`src/rtl/hwce_yin_streamer_if.sv`:
```
// Handshake bundle between the y_in streamer, the memory streamer feeding it
// packed partial sums, and the shift-adder consuming y_in vectors.
// master: the y_in streamer side. slave: the environment (stream source + adder).
interface hwce_yin_streamer_if #(
   parameter int CONV_WIDTH   = 16,
   parameter int NPX          = 4,
   parameter int STREAM_WIDTH = 32
);
   logic [STREAM_WIDTH-1:0]   stream_data;
   logic                      stream_valid;
   logic                      stream_ready;
   logic [NPX*CONV_WIDTH-1:0] y_in;
   logic                      valid_y_in;
   logic                      ready_in;
   logic                      sum_over_constant;

   modport master (
      input  stream_data, stream_valid, ready_in,
      output stream_ready, y_in, valid_y_in, sum_over_constant
   );

   modport slave (
      output stream_data, stream_valid, ready_in,
      input  stream_ready, y_in, valid_y_in, sum_over_constant
   );
endinterface

```
`src/rtl/hwce_yin_streamer.sv`:
```
// hwce_yin_streamer: source of the shift-adder y_in partial-sum operand.
// Unpacks WPV stream words into one NPX x CONV_WIDTH vector, buffers vectors in
// a small FIFO and presents them to the adder. On a first input-channel pass
// (bias mode) no words are fetched and zero vectors are issued with
// sum_over_constant raised.
// Optional feature macro: HWCE_YIN_PERF_CNT_EN adds the stall_cycles counter.
module hwce_yin_streamer #(
   parameter int CONV_WIDTH   = 16,
   parameter int NPX          = 4,
   parameter int STREAM_WIDTH = 32,
   parameter int FIFO_DEPTH   = 4,
   parameter int CNT_WIDTH    = 16
) (
   input  logic                 clk,
   input  logic                 rst,
   input  logic                 start,
   input  logic [CNT_WIDTH-1:0] cfg_nb_vectors,
   input  logic                 cfg_first_pass,
   hwce_yin_streamer_if.master  bus,
   output logic                 busy,
   output logic                 done
`ifdef HWCE_YIN_PERF_CNT_EN
   ,
   output logic [31:0]          stall_cycles
`endif
);

   localparam int VEC_W = NPX * CONV_WIDTH;
   localparam int WPV   = VEC_W / STREAM_WIDTH;
   localparam int PTR_W = $clog2(FIFO_DEPTH);
   localparam int IDX_W = (WPV > 1) ? $clog2(WPV) : 1;

   localparam logic [IDX_W-1:0] LAST_IDX  = IDX_W'(WPV - 1);
   localparam logic [PTR_W:0]   DEPTH_CNT = (PTR_W + 1)'(FIFO_DEPTH);

   typedef enum logic [1:0] {IDLE, FETCH, BIAS, DONE} state_t;

   state_t                state_reg;
   logic [CNT_WIDTH-1:0]  nb_reg;
   logic [CNT_WIDTH-1:0]  push_cnt_reg;
   logic [CNT_WIDTH-1:0]  pop_cnt_reg;
   logic [IDX_W-1:0]      w_reg;
   logic                  busy_reg;
   logic                  done_reg;
   logic                  bias_reg;

   logic [STREAM_WIDTH-1:0] unpack_reg [WPV];
   logic [VEC_W-1:0]        fifo_mem   [FIFO_DEPTH];
   logic [PTR_W-1:0]        wr_ptr_reg;
   logic [PTR_W-1:0]        rd_ptr_reg;
   logic [PTR_W:0]          count_reg;

   logic             fifo_empty;
   logic             fifo_full;
   logic             valid_y;
   logic             pop;
   logic             fifo_pop;
   logic             last_word;
   logic             ready_s;
   logic             accept;
   logic             push;
   logic             last_pop;
   logic [VEC_W-1:0] vec_asm;

   assign fifo_empty = (count_reg == '0);
   assign fifo_full  = (count_reg == DEPTH_CNT);

   // In bias mode the vector is always available; otherwise it comes from the FIFO.
   assign valid_y   = bias_reg || !fifo_empty;
   assign pop       = valid_y && bus.ready_in;
   assign fifo_pop  = pop && !fifo_empty;
   assign last_word = (w_reg == LAST_IDX);
   assign last_pop  = pop && (pop_cnt_reg == nb_reg - CNT_WIDTH'(1));

   // A non-final word only goes into the unpack buffer, so it may be taken even
   // with a full FIFO; the final word needs a free slot or a simultaneous pop.
   assign ready_s = (state_reg == FETCH) && (push_cnt_reg < nb_reg) &&
                    (!last_word || !fifo_full || fifo_pop);
   assign accept  = bus.stream_valid && ready_s;
   assign push    = accept && last_word;

   // Assemble the vector with the word currently on the bus in slot w, so the
   // final word lands in the FIFO the same cycle it is accepted.
   genvar gi;
   generate
      for (gi = 0; gi < WPV; gi++) begin : g_asm
         assign vec_asm[gi*STREAM_WIDTH +: STREAM_WIDTH] =
            (w_reg == IDX_W'(gi)) ? bus.stream_data : unpack_reg[gi];
      end
   endgenerate

   assign bus.stream_ready      = ready_s;
   assign bus.valid_y_in        = valid_y;
   assign bus.y_in              = fifo_empty ? '0 : fifo_mem[rd_ptr_reg];
   assign bus.sum_over_constant = bias_reg;
   assign busy                  = busy_reg;
   assign done                  = done_reg;

   // Job control FSM with counters, word index and registered status outputs.
   always_ff @(posedge clk or posedge rst) begin
      if (rst) begin
         state_reg    <= IDLE;
         nb_reg       <= '0;
         push_cnt_reg <= '0;
         pop_cnt_reg  <= '0;
         w_reg        <= '0;
         busy_reg     <= 1'b0;
         done_reg     <= 1'b0;
         bias_reg     <= 1'b0;
      end else begin
         done_reg <= 1'b0;
         case (state_reg)
            IDLE: begin
               if (start) begin
                  nb_reg       <= cfg_nb_vectors;
                  push_cnt_reg <= '0;
                  pop_cnt_reg  <= '0;
                  w_reg        <= '0;
                  if (cfg_nb_vectors == '0) begin
                     state_reg <= DONE;
                     done_reg  <= 1'b1;
                  end else if (cfg_first_pass) begin
                     state_reg <= BIAS;
                     busy_reg  <= 1'b1;
                     bias_reg  <= 1'b1;
                  end else begin
                     state_reg <= FETCH;
                     busy_reg  <= 1'b1;
                  end
               end
            end
            FETCH, BIAS: begin
               if (accept) begin
                  w_reg <= last_word ? '0 : w_reg + IDX_W'(1);
               end
               if (push) begin
                  push_cnt_reg <= push_cnt_reg + CNT_WIDTH'(1);
               end
               if (pop) begin
                  pop_cnt_reg <= pop_cnt_reg + CNT_WIDTH'(1);
               end
               if (last_pop) begin
                  state_reg <= DONE;
                  done_reg  <= 1'b1;
                  busy_reg  <= 1'b0;
                  bias_reg  <= 1'b0;
               end
            end
            DONE: begin
               state_reg <= IDLE;
            end
            default: begin
               state_reg <= IDLE;
            end
         endcase
      end
   end

   // FIFO occupancy and pointers; push and pop may coincide even when full.
   always_ff @(posedge clk or posedge rst) begin
      if (rst) begin
         wr_ptr_reg <= '0;
         rd_ptr_reg <= '0;
         count_reg  <= '0;
      end else begin
         if (push) begin
            wr_ptr_reg <= wr_ptr_reg + PTR_W'(1);
         end
         if (fifo_pop) begin
            rd_ptr_reg <= rd_ptr_reg + PTR_W'(1);
         end
         case ({push, fifo_pop})
            2'b10:   count_reg <= count_reg + (PTR_W + 1)'(1);
            2'b01:   count_reg <= count_reg - (PTR_W + 1)'(1);
            default: count_reg <= count_reg;
         endcase
      end
   end

   // Vector storage; contents are only visible through a non-zero occupancy.
   always_ff @(posedge clk) begin
      if (push) begin
         fifo_mem[wr_ptr_reg] <= vec_asm;
      end
   end

   // Unpack buffer; stale words are harmless because the index restarts at 0.
   always_ff @(posedge clk) begin
      if (accept) begin
         unpack_reg[w_reg] <= bus.stream_data;
      end
   end

`ifdef HWCE_YIN_PERF_CNT_EN
   logic [31:0] stall_cnt_reg;

   // Saturating count of cycles the adder holds off a presented vector.
   always_ff @(posedge clk or posedge rst) begin
      if (rst) begin
         stall_cnt_reg <= '0;
      end else if (state_reg == IDLE && start) begin
         stall_cnt_reg <= '0;
      end else if (busy_reg && valid_y && !bus.ready_in && stall_cnt_reg != '1) begin
         stall_cnt_reg <= stall_cnt_reg + 32'd1;
      end
   end

   assign stall_cycles = stall_cnt_reg;
`endif

endmodule

```
`src/flat_wrapper.sv`:
```
// flat-port wrapper written by rule: the top's interface ports become plain ports
module hwce_yin_streamer_flat 
#(
   parameter int CONV_WIDTH   = 16,
   parameter int NPX          = 4,
   parameter int STREAM_WIDTH = 32,
   parameter int FIFO_DEPTH   = 4,
   parameter int CNT_WIDTH    = 16
)
  (clk, rst, start, cfg_nb_vectors, cfg_first_pass, busy, done, bus_stream_data, bus_stream_valid, bus_ready_in, bus_stream_ready, bus_y_in, bus_valid_y_in, bus_sum_over_constant);
  hwce_yin_streamer_if #(.CONV_WIDTH(CONV_WIDTH), .NPX(NPX), .STREAM_WIDTH(STREAM_WIDTH)) bus_i ();
  input  logic clk;
  input  logic rst;
  input  logic start;
  input  logic [CNT_WIDTH-1:0] cfg_nb_vectors;
  input  logic cfg_first_pass;
  output logic busy;
  output logic done;
  input wire logic [$bits(bus_i.stream_data)-1:0] bus_stream_data;
  input wire logic [$bits(bus_i.stream_valid)-1:0] bus_stream_valid;
  input wire logic [$bits(bus_i.ready_in)-1:0] bus_ready_in;
  output wire logic [$bits(bus_i.stream_ready)-1:0] bus_stream_ready;
  output wire logic [$bits(bus_i.y_in)-1:0] bus_y_in;
  output wire logic [$bits(bus_i.valid_y_in)-1:0] bus_valid_y_in;
  output wire logic [$bits(bus_i.sum_over_constant)-1:0] bus_sum_over_constant;
  assign bus_i.stream_data = bus_stream_data;
  assign bus_i.stream_valid = bus_stream_valid;
  assign bus_i.ready_in = bus_ready_in;
  assign bus_stream_ready = bus_i.stream_ready;
  assign bus_y_in = bus_i.y_in;
  assign bus_valid_y_in = bus_i.valid_y_in;
  assign bus_sum_over_constant = bus_i.sum_over_constant;
  hwce_yin_streamer #(.CONV_WIDTH(CONV_WIDTH), .NPX(NPX), .STREAM_WIDTH(STREAM_WIDTH), .FIFO_DEPTH(FIFO_DEPTH), .CNT_WIDTH(CNT_WIDTH)) u_core (.clk(clk), .rst(rst), .start(start), .cfg_nb_vectors(cfg_nb_vectors), .cfg_first_pass(cfg_first_pass), .bus(bus_i), .busy(busy), .done(done));
endmodule
```
`config.mk`:
```
export PLATFORM = sky130hd
export DESIGN_NAME = hwce_yin_streamer_flat
export DESIGN_NICKNAME = d
export VERILOG_FILES = /design/src/rtl/hwce_yin_streamer_if.sv /design/src/rtl/hwce_yin_streamer.sv /design/src/flat_wrapper.sv
export SDC_FILE = /design/constraint.sdc
export NUM_CORES = 1
export LEC_CHECK = 0
export BUFFER_PORTS_ARGS = -buffer_cell sky130_fd_sc_hd__buf_2
export CAP_MARGIN = 20
export CORE_MARGIN = 2
export CORE_UTILIZATION = 54
export CTS_BUF_LIST = sky130_fd_sc_hd__clkbuf_16
export DETAILED_ROUTE_END_ITERATION = 10
export PLACE_DENSITY = 0.76
export SKIP_LAST_GASP = 1
export SYNTH_ARGS = -nofsm -noshare
export SYNTH_HDL_FRONTEND = slang
export SYNTH_SLANG_ARGS = --single-unit
```
`constraint.sdc`:
```
create_clock -name clk -period 4.63 [get_ports clk]
set_input_delay 0.926 -clock clk [delete_from_list [all_inputs] [get_ports clk]]
set_output_delay 0.926 -clock clk [all_outputs]
set_load 0.05 [all_outputs]
```
==> Word-level counts from Yosys, hierarchy flattened <==
Memory sizes are Yosys's and may differ from the RTL's.
Cells that the tools add are included.
W data, S select, Z words.
{ "word_totals": {"ff_bits": 61, "ramBits": 320, "word_cells": 96, "n_memories": 2} }
{ "mem_list": {"columns": ["memory", "depth", "width", "rd", "rd_clocked_by_memory_dff", "write_ports", "line", "text"], "rows": [
  ["u_core.fifo_mem", 4, 64, 1, 0, 1, "hwce_yin_streamer.sv:48", "logic [VEC_W-1:0] fifo_mem [FIFO_DEPTH];"],
  ["u_core.unpack_reg", 2, 32, 2, 0, 1, "hwce_yin_streamer.sv:47", "logic [STREAM_WIDTH-1:0] unpack_reg [WPV];"]
]} }
{ "op_classes": {"add_sub_neg": 8, "n_lt_le_gt_ge": 1, "eq_ne": 14, "muxes": 34, "n_reduce_logical": 26} }
{ "op_table": {"columns": ["operator", "n"], "rows": [
  ["$mux W32", 2],
  ["$mux W64", 1],
  ["$pmux W16 S2", 2],
  ["$mux W16", 3],
  ["$add A16 B1 Y16 const B", 2],
  ["$eq A16 B16 Y1", 1],
  ["$logic_not A16 Y1", 1],
  ["$lt A16 B16 Y1", 1],
  ["$mux W1", 16],
  ["$sub A16 B1 Y16 const B", 1],
  ["$reduce_and A3 Y1", 3],
  ["$mux W2", 4],
  ["$ne A2 B1 Y1 const B", 4],
  ["$pmux W1 S2", 4],
  ["$logic_and A1 B1 Y1", 7],
  ["$eq A2 B2 Y1 const B", 3],
  ["$ne A2 B2 Y1 const B", 3],
  ["$pmux W2 S3", 1],
  ["$pmux W3 S2", 1],
  ["$reduce_and A5 Y1", 1],
  ["$add A2 B1 Y2 const B", 2],
  ["$eq A2 B1 Y1 const B", 2],
  ["$reduce_and A2 Y1", 2],
  ["$reduce_and A4 Y1", 1],
  ["10 further kinds", 15]
]} }

==> Logic depth before layout (Yosys ltp) <==
{ "depth": {"ltp_word": 11, "mapped_depth": 15, "mapped_depth_nobuf": 14} }

==> Worst setup path before layout <==
Ideal clock, no wire load.
{ "synth_timing": {"kind": "register -> register", "startpoint": "register u_core.nb_reg[9]", "endpoint": "register u_core.count_reg[2]", "setup_time_ns": 0.125, "t_arrival_ns": 4.211, "required_time_ns": 4.505, "setup_slack_ns": 0.294, "stages_incl_launch_ff": 16, "period_less_slack_ns": 4.336, "cell_sequence": "dfrtp_1 > clkbuf_1 > inv_1 > ha_1 > a21o_1 > a21o_1 > a21oi_1 > o2111ai_1 > nor2_1 > inv_1 > ha_1 > inv_1 > fa_1 > xor2_1 > nor2_1 > xor2_1"} }
{ "synth_between": {"elab_chain_len": 7} }
{ "synth_lines": {"columns": ["item", "line", "text"], "rows": [
  ["from (decl)", "hwce_yin_streamer.sv:39", "logic [CNT_WIDTH-1:0] nb_reg;"],
  ["from (signal assigned)", "hwce_yin_streamer.sv:115", "nb_reg <= cfg_nb_vectors;"],
  ["$lt A16 B16 Y1 *", "hwce_yin_streamer.sv:77", "assign ready_s = (state_reg == FETCH) && (push_cnt_reg < nb_reg) &&"],
  ["$logic_and A1 B1 Y1 * (2 in series)", "hwce_yin_streamer.sv:77", null],
  ["$logic_and A1 B1 Y1 *", "hwce_yin_streamer.sv:79", "assign accept = bus.stream_valid && ready_s;"],
  ["$logic_and A1 B1 Y1 *", "hwce_yin_streamer.sv:80", "assign push = accept && last_word;"],
  ["named net u_core.push", "hwce_yin_streamer.sv:61", "logic push;"],
  ["$eq A2 B1 Y1 or $eq A2 B2 Y1 (tied branches)", "hwce_yin_streamer.sv:172", "case ({push, fifo_pop})"],
  ["$pmux W3 S2 or $reduce_bool A2 Y1 (tied branches)", null, null],
  ["to (signal assigned)", "hwce_yin_streamer.sv:173", "2'b10: count_reg <= count_reg + (PTR_W + 1)'(1);"],
  ["to (signal assigned)", "hwce_yin_streamer.sv:174", "2'b01: count_reg <= count_reg - (PTR_W + 1)'(1);"],
  ["to (signal assigned)", "hwce_yin_streamer.sv:175", "default: count_reg <= count_reg;"],
  ["to (decl)", "hwce_yin_streamer.sv:51", "logic [PTR_W:0] count_reg;"]
]} }
The timed path passes the listed nets; every way through them passes the cells marked *.
A chain may end at the register's enable or synchronous reset.

==> Final worst setup path <==
{ "layout_timing": {"startpoint": "register u_core.nb_reg[5]", "endpoint": "output bus_stream_ready"} }
{ "layout_between": {"elab_chain_len": 3} }
{ "layout_lines": {"columns": ["item", "line", "text"], "rows": [
  ["$lt A16 B16 Y1", "hwce_yin_streamer.sv:77", null],
  ["$logic_and A1 B1 Y1 (2 in series)", "hwce_yin_streamer.sv:77", null],
  ["to (decl)", "flat_wrapper.sv:22", "output wire logic [$bits(bus_i.stream_ready)-1:0] bus_stream_ready;"]
]} }
Every way passes these cells.

==> flow_summary.toml <==
[pwr]
clkPwrFrac_pct = 24.1
p_leak_uw = 0.00674
pwr-share-seq_pct = 37.6
power.density_nw_per_um2 = 635
p_sw_share_pct = 38.6
vdd_drop_max_uv = 339
comb_power_share_pct = 38.3
internal_power_uw = 7370
p_sw_uw = 4630

[synth]
netlist_top_cells_count = "320 x edfxtp_1, 80 x mux2_2, 71 x and2_1"
synth_area_sq_um = 16500
ys.flop_type = "edfxtp_1"
synth.area.top_cells = "edfxtp_1 58%, dfrtp_1 9.2%, mux4_2 8.7%, mux2_2 5.4%, and2_1 2.7%"
synthDistinctLibCells = 63
syn_nets = 1090
synth_top_cell_area_share_pct = 58.1
ys_warn_count = 0
synth-seq-area-share_pct = 67.4
synthArstFlopShare_pct = 16.0
ys_seq_elements = 381
syn_inst = 1008
synth.avg_cell_area_sq_um = 16.4
yosysMostFrequentCell = "edfxtp_1"
synth_edf_count = 320
synth_top_cell_by_area = "edfxtp_1"

[setup_path]
cp-startpoint = "u_core.nb_reg[5]"
start_kind = "flop"
cpMostUsedCell = "nor3_1"
cp.arrival_ns = 2.74
cp_slowest_cell = "dfrtp_1"
rrSetupSlack_ns = 1.32
rr_startpoint = "u_core.nb_reg[2]"
crit_path_end_kind = "primary output"
slowest_delay_ns = 0.53
crit_end = "bus_stream_ready"
worstPathMaxFanout = 8
r2r_end = "u_core.unpack_reg[0][23]"
reg2reg_depth = 10
path_cells = "inv_1, ha_1, nand2_1, nor3_1, a21oi_1, nor3_1, nor2_1, buf_2"
crit_type = "reg2out"
worstPathRequired_ns = 3.70

[placed_design]
port_buffers = 122
dp_hpwl_mm = 20.6
gp_congestion = 0.881

[timing]
max_freq_ghz = 0.273
setup_tns_ns = 0
hold_ws_ns = 0.525
finClkSkew_ns = 0.0201
tightest_slew_ns = 1.03
setup_viol = 0
fin_crit_ns = 3.67
hold_viol = 0
min_period_over_period_pct = 79.2
slew_violations = 0
rsz0062_at_grt = "no"
slew_headroom_pct = 31.0

[status]
status = "completed"

[grt]
grt.total_usage_pct = 21.5
antenna_found_initial = 1
grt_overflow_total = 0
grt_pass1_vias = 9383
grt_pass1_wl_mm = 52.4
grt_start_max_net_pins = 70

[run]
max_cap_violations = 0

[finish]
largest_register_ffs = 256
fin_nets = 1224
drive_above_1_share_pct = 30.9
area_growth_pct = 14.3

[clock_network]
cts_root_buf = "clkbuf_16"
cts_resized = 0
cts_hold_buf = 0
cts_buffers = 39
post_cts_buffers = 0
cts_tree = "done"
clock_latency_ns = 0.54
clock-sinks = 381
clk_path_buf_depth = 3
cts_max_level = 2
path_clk_slew_ns = 0.06

[floorplanning]
dieArea_sq_um = 32000
die_h_um = 179
io_pins = 123
chipWidth_um = 179
core-area_sq_um = 30300
rows = 64
initial_utilization_pct = 54.5

[route]
drt_iter0_drc = 782
vias_per_cell = 5.90
vias = 9264
wl_per_cell_um = 21.4
routed_wl_mm = 33.6
drtPass1Iterations = 5
drc = 0
postRouteAntennaNets = 0

[hold_path]
hp-class = "reg2reg"
==> cells in the final DEF, fill, tap and decap left out, types with 28 or more instances in the layout <==
cell type / n
nand2_1: 39
a21oi_1: 28
mux4_2: 64
inv_1: 44
mux2_2: 80
dfrtp_1: 58
clkbuf_16: 40
and2_1: 71
buf_2: 122
edfxtp_1: 320
nor2_1: 29
==> power groups by stage <==
stage | logic, uW | clock network, uW | registers, uW
global route | 4940 | 3090 | 4560
global placement | 4510 | 0 | 4570
floorplan | 3730 | 0 | 4320
CTS | 4600 | 2950 | 4510
detailed placement | 4570 | 0 | 4590
finish | 4590 | 2900 | 4510
==> metrics by stage <==
step                power, uW  utilization, %  cells  area, sq um  setup WS, ns
floorplan                8050               -   1008        16500         0.294
global placement         9080            58.2   1496        17700          1.34
detailed placement       9160            58.2   1496        17700          1.29
CTS                     12100            62.2   1567        18900         0.966
global route            12600            62.2   1568        18900         0.753
finish                  12000            62.3   1570        18900         0.963
==> critical path, delay by kind of cell (launching register included) <==
| family | cells | cell delay [ns] |
|---|---|---|
| AO/OA/AOI/OAI | 1 | 0.12 |
| flip-flops | 1 | 0.53 |
| AND/OR/NAND/NOR | 4 | 0.82 |
| buffers and inverters | 2 | 0.40 |
| adder cells (fa/ha/maj) | 1 | 0.32 |
==> routing by layer <==
layer	vias to the layer above	share of wire (%)	GRT usage [%]
li1	4196	-	-
met1	4698	43	29.7
met2	315	49	35.6
met3	55	5.6	3.03
met4	0	2.4	6.74
met5	-	0	0
==> cell type report <==
type / count / area [sq um]
fillers: 2145 / 11500
flip-flops and latches: 381 / 11100
multi-input cells: 546 / 5090
clock buffers: 40 / 1000
repair buffers: 140 / 833
well taps: 396 / 495
clock inverters: 31 / 198
inverters: 34 / 128
diodes: 2 / 5.00
==> logic make-up (layout without fill, tap and decap cells) <==
| group | Yosys count | in the layout | synth area share [%] |
|---|---|---|---|
| AO/OA/AOI/OAI | 98 | 98 | 4.07 |
| XOR/XNOR | 30 | 30 | 1.59 |
| adder cells (fa/ha/maj) | 28 | 28 | 2.16 |
| buffers and inverters | 81 | 245 | 1.97 |
| flip-flops | 381 | 381 | 67.4 |
| multiplexers | 150 | 150 | 14.5 |
| other | 0 | 2 | 0 |
| AND/OR/NAND/NOR | 240 | 240 | 8.31 |
==> worst min path at each step <==
stage / from / endpoint / slack [ns] / depth (start not counted)
final: u_core.count_reg[2] / u_core.count_reg[2] / 0.52 / 1
after global routing: u_core.count_reg[2] / u_core.count_reg[2] / 0.54 / 1
after CTS: u_core.count_reg[2] / u_core.count_reg[2] / 0.52 / 1
after detailed placement: u_core.count_reg[2] / u_core.count_reg[2] / 0.54 / 1
after global placement: u_core.count_reg[2] / u_core.count_reg[2] / 0.50 / 1
after floorplan: u_core.count_reg[2] / u_core.count_reg[2] / 0.48 / 1
Note: power is estimated with default switching activity, not from simulation.
